<file path="src/rtl/ula_serial_ctrl.sv">
// rtl/ula_serial_ctrl.sv - bit-serial controller walking one 1-bit ula slice LSB to MSB.
// Carries between bits through a registered cout; SLT bit is resolved in a fix-up cycle.

module ula_slice (
  input  logic       i_a,
  input  logic       i_b,
  input  logic       i_cin,
  input  logic       i_addsub,
  input  logic       i_less,
  input  logic [2:0] i_op,
  output logic       o_saida,
  output logic       o_cout,
  output logic       o_set
);
  logic w_b;
  logic w_sum;

  assign w_b    = i_b ^ i_addsub;
  assign w_sum  = i_a ^ w_b ^ i_cin;
  assign o_cout = (i_a & w_b) | (i_a & i_cin) | (w_b & i_cin);
  assign o_set  = w_sum;

  always_comb begin
    o_saida = 1'b0;
    case (i_op)
      3'b000:  o_saida = i_a & i_b;
      3'b001:  o_saida = i_a | i_b;
      3'b010:  o_saida = w_sum;
      3'b011:  o_saida = ~(i_a | i_b);
      3'b101:  o_saida = i_a ^ i_b;
      3'b110:  o_saida = w_sum;
      3'b111:  o_saida = i_less;
      default: o_saida = 1'b0;
    endcase
  end
endmodule

module ula_serial_ctrl #(
  parameter int WIDTH = 32
) (
  input  logic             clk,
  input  logic             reset_n,
  input  logic             start,
  input  logic [2:0]       ULAcontrole,
  input  logic [WIDTH-1:0] a,
  input  logic [WIDTH-1:0] b,
  output logic             busy,
  output logic             done,
  output logic [WIDTH-1:0] resultado,
  output logic             zero,
  output logic             carry_out,
  output logic             overflow
);
  localparam int IW = $clog2(WIDTH);

  typedef enum logic [1:0] {S_IDLE, S_RUN, S_FIX, S_DONE} state_t;

  state_t           r_state;
  logic [IW-1:0]    r_idx;
  logic [WIDTH-1:0] r_a;
  logic [WIDTH-1:0] r_b;
  logic [2:0]       r_op;
  logic             r_carry;
  logic             r_set;

  logic             w_addsub;
  logic             w_arith;
  logic             w_last;
  logic             w_cin;
  logic             w_sai;
  logic             w_cout;
  logic             w_set;
  logic [WIDTH-1:0] w_fix_res;

  assign w_addsub = (r_op == 3'b110) || (r_op == 3'b111);
  assign w_arith  = (r_op == 3'b010) || w_addsub;
  assign w_last   = (r_idx == IW'(WIDTH - 1));
  assign w_cin    = (r_idx == '0) ? w_addsub : r_carry;

  ula_slice u_slice (
    .i_a      (r_a[r_idx]),
    .i_b      (r_b[r_idx]),
    .i_cin    (w_cin),
    .i_addsub (w_addsub),
    .i_less   (1'b0),
    .i_op     (r_op),
    .o_saida  (w_sai),
    .o_cout   (w_cout),
    .o_set    (w_set)
  );

  // SLT: sign of the difference corrected by overflow gives the true signed less-than.
  always_comb begin
    w_fix_res = resultado;
    if (r_op == 3'b111) w_fix_res[0] = r_set ^ overflow;
  end

  always_ff @(posedge clk or negedge reset_n) begin
    if (!reset_n) begin
      r_state   <= S_IDLE;
      r_idx     <= '0;
      r_a       <= '0;
      r_b       <= '0;
      r_op      <= '0;
      r_carry   <= 1'b0;
      r_set     <= 1'b0;
      busy      <= 1'b0;
      done      <= 1'b0;
      resultado <= '0;
      zero      <= 1'b0;
      carry_out <= 1'b0;
      overflow  <= 1'b0;
    end else begin
      case (r_state)
        S_IDLE: begin
          if (start) begin
            r_a       <= a;
            r_b       <= b;
            r_op      <= ULAcontrole;
            r_idx     <= '0;
            r_carry   <= 1'b0;
            resultado <= '0;
            zero      <= 1'b0;
            carry_out <= 1'b0;
            overflow  <= 1'b0;
            busy      <= 1'b1;
            r_state   <= S_RUN;
          end
        end
        S_RUN: begin
          resultado[r_idx] <= w_sai;
          r_carry          <= w_cout;
          if (w_last) begin
            carry_out <= w_cout;
            overflow  <= w_cin ^ w_cout;
            r_set     <= w_set;
            r_state   <= S_FIX;
          end else begin
            r_idx <= r_idx + IW'(1);
          end
        end
        S_FIX: begin
          resultado <= w_fix_res;
          zero      <= (w_fix_res == '0);
          if (!w_arith) begin
            carry_out <= 1'b0;
            overflow  <= 1'b0;
          end
          done    <= 1'b1;
          r_state <= S_DONE;
        end
        S_DONE: begin
          done    <= 1'b0;
          busy    <= 1'b0;
          r_state <= S_IDLE;
        end
        default: r_state <= S_IDLE;
      endcase
    end
  end
endmodule

</file>
<file path="config.mk">
export PLATFORM = sky130hd
export DESIGN_NAME = ula_serial_ctrl
export DESIGN_NICKNAME = d
export VERILOG_FILES = /design/src/rtl/ula_serial_ctrl.sv
export SDC_FILE = /design/constraint.sdc
export NUM_CORES = 1
export LEC_CHECK = 0
export ABC_AREA = 1
export BUFFER_PORTS_ARGS = -buffer_cell sky130_fd_sc_hd__buf_2
export CAP_MARGIN = 20
export CORE_UTILIZATION = 45
export DETAILED_ROUTE_END_ITERATION = 12
export PLACE_DENSITY = 0.67
export SLEW_MARGIN = 20
export SYNTH_ARGS = -nofsm -noshare
export SYNTH_HDL_FRONTEND = slang
export SYNTH_SLANG_ARGS = --single-unit
</file>
<file path="constraint.sdc">
create_clock -name clk -period 3.3 [get_ports clk]
set_clock_uncertainty 0.1 [all_clocks]
set_input_delay 0.33 -clock clk [delete_from_list [all_inputs] [get_ports clk]]
set_output_delay 0.33 -clock clk [all_outputs]
set_load 0.01 [all_outputs]
</file>
---- Word-level counts from Yosys, hierarchy flattened ----
Index checks and enable logic that the tools add are counted.
storage, ports and cells
  flip-flop bits (word level) ............. 113
  logic and storage cells ................. 98
  bits of input ports ..................... 70
  output and inout port bits .............. 37
operators by class
  reductions and logical operators ........ 23
  add/sub/neg operators ................... 1
  multiplexer cells ....................... 29
  order comparisons ....................... 2
  bitwise operators ....................... 15
  equality and inequality tests ........... 14
operators with widths
  cell                 number
  $pmux 32 s3          1
  $bwmux 32            1
  $logic_not 32->1     1
  $mux 32              1
  $reduce_and 2->1     7
  $bmux 1 s5           2
  $mux 1               10
  $mux 5               2
  $pmux 5 s2           1
  $eq 3x3->1 const B   3
  $ne 2x2->1 const B   4
  $pmux 1 s2           4
  $pmux 2 s4           1
  $reduce_bool 2->1    4
  $eq 3x2->1 const B   2
  $lt 5x6->1 const B   1
  $pmux 1 s3           2
  $reduce_and 3->1     2
  $xor 1x1->1          6
  $add 5x1->5 const B  1
  $demux 1 s5          1
  $eq 5x5->1 const B   1
  $ge 5x1->1 const B   1
  $logic_not 5->1      1
  other kinds (15)     24

---- Longest topological paths before layout ----
  word-level depth ........................ 9
  mapped depth ............................ 21
  mapped depth without buffers ............ 19

---- Modules after synthesis ----
A second synthesis with hierarchy kept.
second synthesis, totals
  cell total of the unflattened synthesis .. 858
  area, all modules ....................... 6103.4 um2
by module, submodules not included
  module           cells an instance  area an instance (um2)  seq. area each (um2)  instances
  ula_serial_ctrl  833                5952.0                  2827.7                1
  ula_slice        25                 151.4                   0.0                   1

---- Worst setup path before layout ----
No wires, ideal clock.
  path type ............................... register -> register
  start ................................... reg r_idx[1]
  end ..................................... reg resultado[11]
  required time ........................... 3134 ps
  clock period less this slack ............ 2885 ps
  setup slack ............................. 415 ps
  path buffers ............................ 4
  arrival time ............................ 2719 ps
  library setup time ...................... 66 ps
  stages on the path, launching flop included .. 15
  path through ............................ dfrtp_1 > buf_4 > inv_2 > buf_2 > ha_1 > clkbuf_1 > nand2_1 > o21ai_1 > fa_1 > nor2_1 > nor2_1 > nand2_1 > clkbuf_1 > o21ai_1 > nand2_1
on the way
  longest elaborated chain between the ends .. 8
  elaborated cells on any way between the ends .. 21
  classes of those cells .................. order compare: 2; mux: 10; bitwise: 7; reduce/logical: 2
ends and longest elaborated chain
  element                         RTL line  RTL
  start: declaration              59        logic [IW-1:0] r_idx;
  start signal: assignment        139       r_idx <= r_idx + IW'(1);
  $bmux 1 s5                      82        .i_b (r_b[r_idx]),
  $mux 1 (not written as such)    82
  $xor 1x1->1                     18        assign w_b = i_b ^ i_addsub;
  $xor 1x1->1 (2 in a row)        19        assign w_sum = i_a ^ w_b ^ i_cin;
  $pmux 1 s5                      25        case (i_op)
  $bwmux 32 (*)                   131       resultado[r_idx] <= w_sai;
  $pmux 32 s3 (*)                 114       case (r_state)
  end signal: indexed assignment  131
  end signal: assignment          143       resultado <= w_fix_res;
  end: declaration                49        output logic [WIDTH-1:0] resultado,
Every way passes the cells marked *; elsewhere a longest branch is shown, timed or not. The select of a mux whose other input is x is not followed.
A chain may end at the register's enable or synchronous reset.

---- Worst setup path after layout ----
  start ................................... reg r_idx[0]
  end ..................................... reg resultado[24]
The elaborated chain is that of the path after synthesis.

==> impl_metrics.json <==
{
  "max_stage_delay_ns": 0.52,
  "synth_enable_flop_cells": 0,
  "via_per_inst": 4.92,
  "finish.net_count": 1045,
  "rows": 41,
  "synth.most_common_cell": "nand2_1",
  "postRouteAntennaNets": 0,
  "clk_pin_slew_ns": 0.05,
  "crit_path_max_fanout": 31,
  "start_util_pct": 46.7,
  "synthArstFlopShare_pct": 100,
  "fmax_mhz": 346,
  "slowest_stage": "fa_1",
  "drt-initial-drc-count": 413,
  "slew_headroom_pct": 44.1,
  "fin_crit_sh_pct": 87.7,
  "drc": 0,
  "synth_fp_nets": 913,
  "synth_area_per_cell_um2": 7.21,
  "cellLeakagePower_nw": 4.00,
  "firstDrtPassIters": 5,
  "yosys.area.top_type_share_pct": 47.2,
  "ys_top_cells_by_area": "dfrtp_1 (47%), nand2_1 (21%), o21ai_0 (5.3%)",
  "crit_type": "reg2reg",
  "arrival_ns": 3.10,
  "yosys.area.top_type": "dfrtp_1",
  "drive_above_1_share_pct": 18.0,
  "htreeDepth": 4,
  "place.gp.congestion": 0.817,
  "vias": 5643,
  "antenna_found_initial": 0,
  "cts_sinks": 113,
  "power_mw": 7.19,
  "die_x_um": 117,
  "wl_um": 15200,
  "clockRootBuffer": "clkbuf_16",
  "grt_setup_unrepaired": "false",
  "grt_max_degree": 65,
  "ys_warn_count": 0,
  "cp-start-kind": "flip-flop",
  "worstMarginPinSlew_ns": 0.839,
  "hold_path.class": "in2reg",
  "clk-insertion-delay-late_ns": 0.43,
  "seq_area_frac_synth_pct": 47.2,
  "power.density_nw_per_um2": 944,
  "netlist-cell-type-count": 31,
  "antenna_cells": 0,
  "endpoint_kind": "flip-flop",
  "required_ns": 3.51,
  "dp_hpwl_um": 10200,
  "syn_inst": 831,
  "drv_cap": 0,
  "die_area_um2": 13800,
  "ios": 107,
  "wire_per_inst_um": 13.3,
  "die_h_um": 117,
  "port-buffer-count": 106,
  "cts_max_path_buffers": 2,
  "grt_pass1_wl_um": 25600,
  "final.setup.tns_ns": 0,
  "cts_tree": "yes",
  "track_usage_pct": 23.7,
  "synthTopCellsByCount": "nand2_1 (337), dfrtp_1 (113), inv_1 (78)",
  "area_delta_synth_final_pct": 27.2,
  "overflow": 0,
  "fillers": 1219,
  "cts_inserted_buffers": 17,
  "status": "complete, no violations",
  "grt_pass1_vias": 5299,
  "ys_ff_latch": 113,
  "coreArea_um2": 12800,
  "drv_slew": 0,
  "critPathMostFrequentCell": "nand2_1",
  "synth-main-ff-cell": "dfrtp_1",
  "crit_chain": "buf_6, nor2_1, nor2_1, nand2_1, nand2_1, nand2_1, nand2_1, nor2_1, nand2_2, nand2_1, nand2_1, fa_1, nor2_1, nor2_1, nand2_1, buf_12, o21ai_1, nand2_1",
  "ir_drop_v": 0.000525,
  "setup_viol": 0,
  "synthesis.area_um2": 5990,
  "hold_viol": 0,
  "fin_crit_ns": 2.89
}
## layout by cell type, fill, tap and decap left out, drive strengths merged, types with 5 or more instances in the layout
master and count:
o21ai 97, clkbuf 22, dfrtp 113, buf 125
a21oi 35, dlygate4sd3 26, ha 11, nor2 67
nor4 6, nand3 27, nand2 340, inv 84
bufinv 5
## worst max-delay path: cells and delay by family, from the launching register on
family | cells | cell delay, ns
AND/OR/NAND/NOR | 14 | 1.12
AO/OA/AOI/OAI | 1 | 0.16
adder cells (fa/ha/maj) | 1 | 0.52
buffers and inverters | 2 | 0.38
flip-flops | 1 | 0.49
## final timing paths
kind,from,to,slack (ns),cells past startpoint
hold / removal,b[11],r_b[11]$_DFFE_PN0P_,0.02,3
max in group asynchronous,reset_n,resultado[14]$_DFFE_PN0P_,1.85,3
hold reg to reg,zero$_DFFE_PN0P_,zero$_DFFE_PN0P_,0.37,2
setup reg to reg,r_idx[0]$_DFFE_PN0P_,resultado[24]$_DFFE_PN0P_,0.41,18
min in group asynchronous,reset_n,r_a[22]$_DFFE_PN0P_,0.45,2
setup / recovery,r_idx[0]$_DFFE_PN0P_,resultado[24]$_DFFE_PN0P_,0.41,18
## registers in the layout, indices dropped and copies added (netlist names)
signal	flops
r_a	32
r_state	2
zero	1
r_set	1
r_b	32
carry_out	1
resultado	32
done	1
r_carry	1
r_op	3
busy	1
overflow	1
r_idx	5
## cell type report
| type | instances | area, µm² | share of cell area (%) |
|---|---|---|---|
| clock buffer | 22 | 464 | 6.09 |
| timing repair buffer | 151 | 965 | 12.7 |
| tap | 172 | 215 | 2.82 |
| multi-input combinational | 596 | 2650 | 34.7 |
| inverter | 84 | 320 | 4.20 |
| sequential | 113 | 2830 | 37.1 |
| clock inverter | 10 | 181 | 2.38 |
## power breakdown
part	switching, mW	internal, mW	total [mW]	leakage [nW]
registers	0.268	1.87	2.14	1.46
clock network	0.629	1.37	2.00	0.314
logic	2.02	1.02	3.05	2.23
## routing by layer
layer	up-vias	routed length, µm	global-route usage (%)
li1	2870	-	-
met1	2598	7400	32.7
met2	160	6920	35.7
met3	15	745	5.98
met4	0	159	8.85
met5	-	0	0
## per-stage QoR
| step | utilization (%) | cells | worst slack, ns | instance area, µm² | hold slack, ns |
|---|---|---|---|---|---|
| detailed placement | 52.3 | 1090 | 0.220 | 6700 | 0.360 |
| finish | 59.4 | 1148 | 0.407 | 7620 | 0.0191 |
| CTS | 59.3 | 1148 | 0.200 | 7610 | 0.000417 |
| floorplan | - | 831 | 0.415 | 5990 | -0.0656 |
| global placement | 52.3 | 1090 | 0.316 | 6700 | 0.359 |
| global route | 59.4 | 1148 | 0.0574 | 7620 | 0.00856 |
## repair_timing
action / in CTS / in global routing
hold buffers: 26 / 0
setup buffers: 0 / 0
setup endpoints to repair: 0 / 31
hold endpoints to repair: 86 / 0
gates resized for setup: 0 / 5
## logic make-up (layout without fill, tap and decap cells)
group           Yosys count  in the layout  share of synthesized area [%]
buf+inv                 122            267                           8.65
xor+xnor                  2              2                          0.292
compound gates          135            135                           11.8
fa+ha+maj                12             12                           2.63
simple gates            447            447                           29.5
flops                   113            113                           47.2
Power figures use the tool's default switching activity.
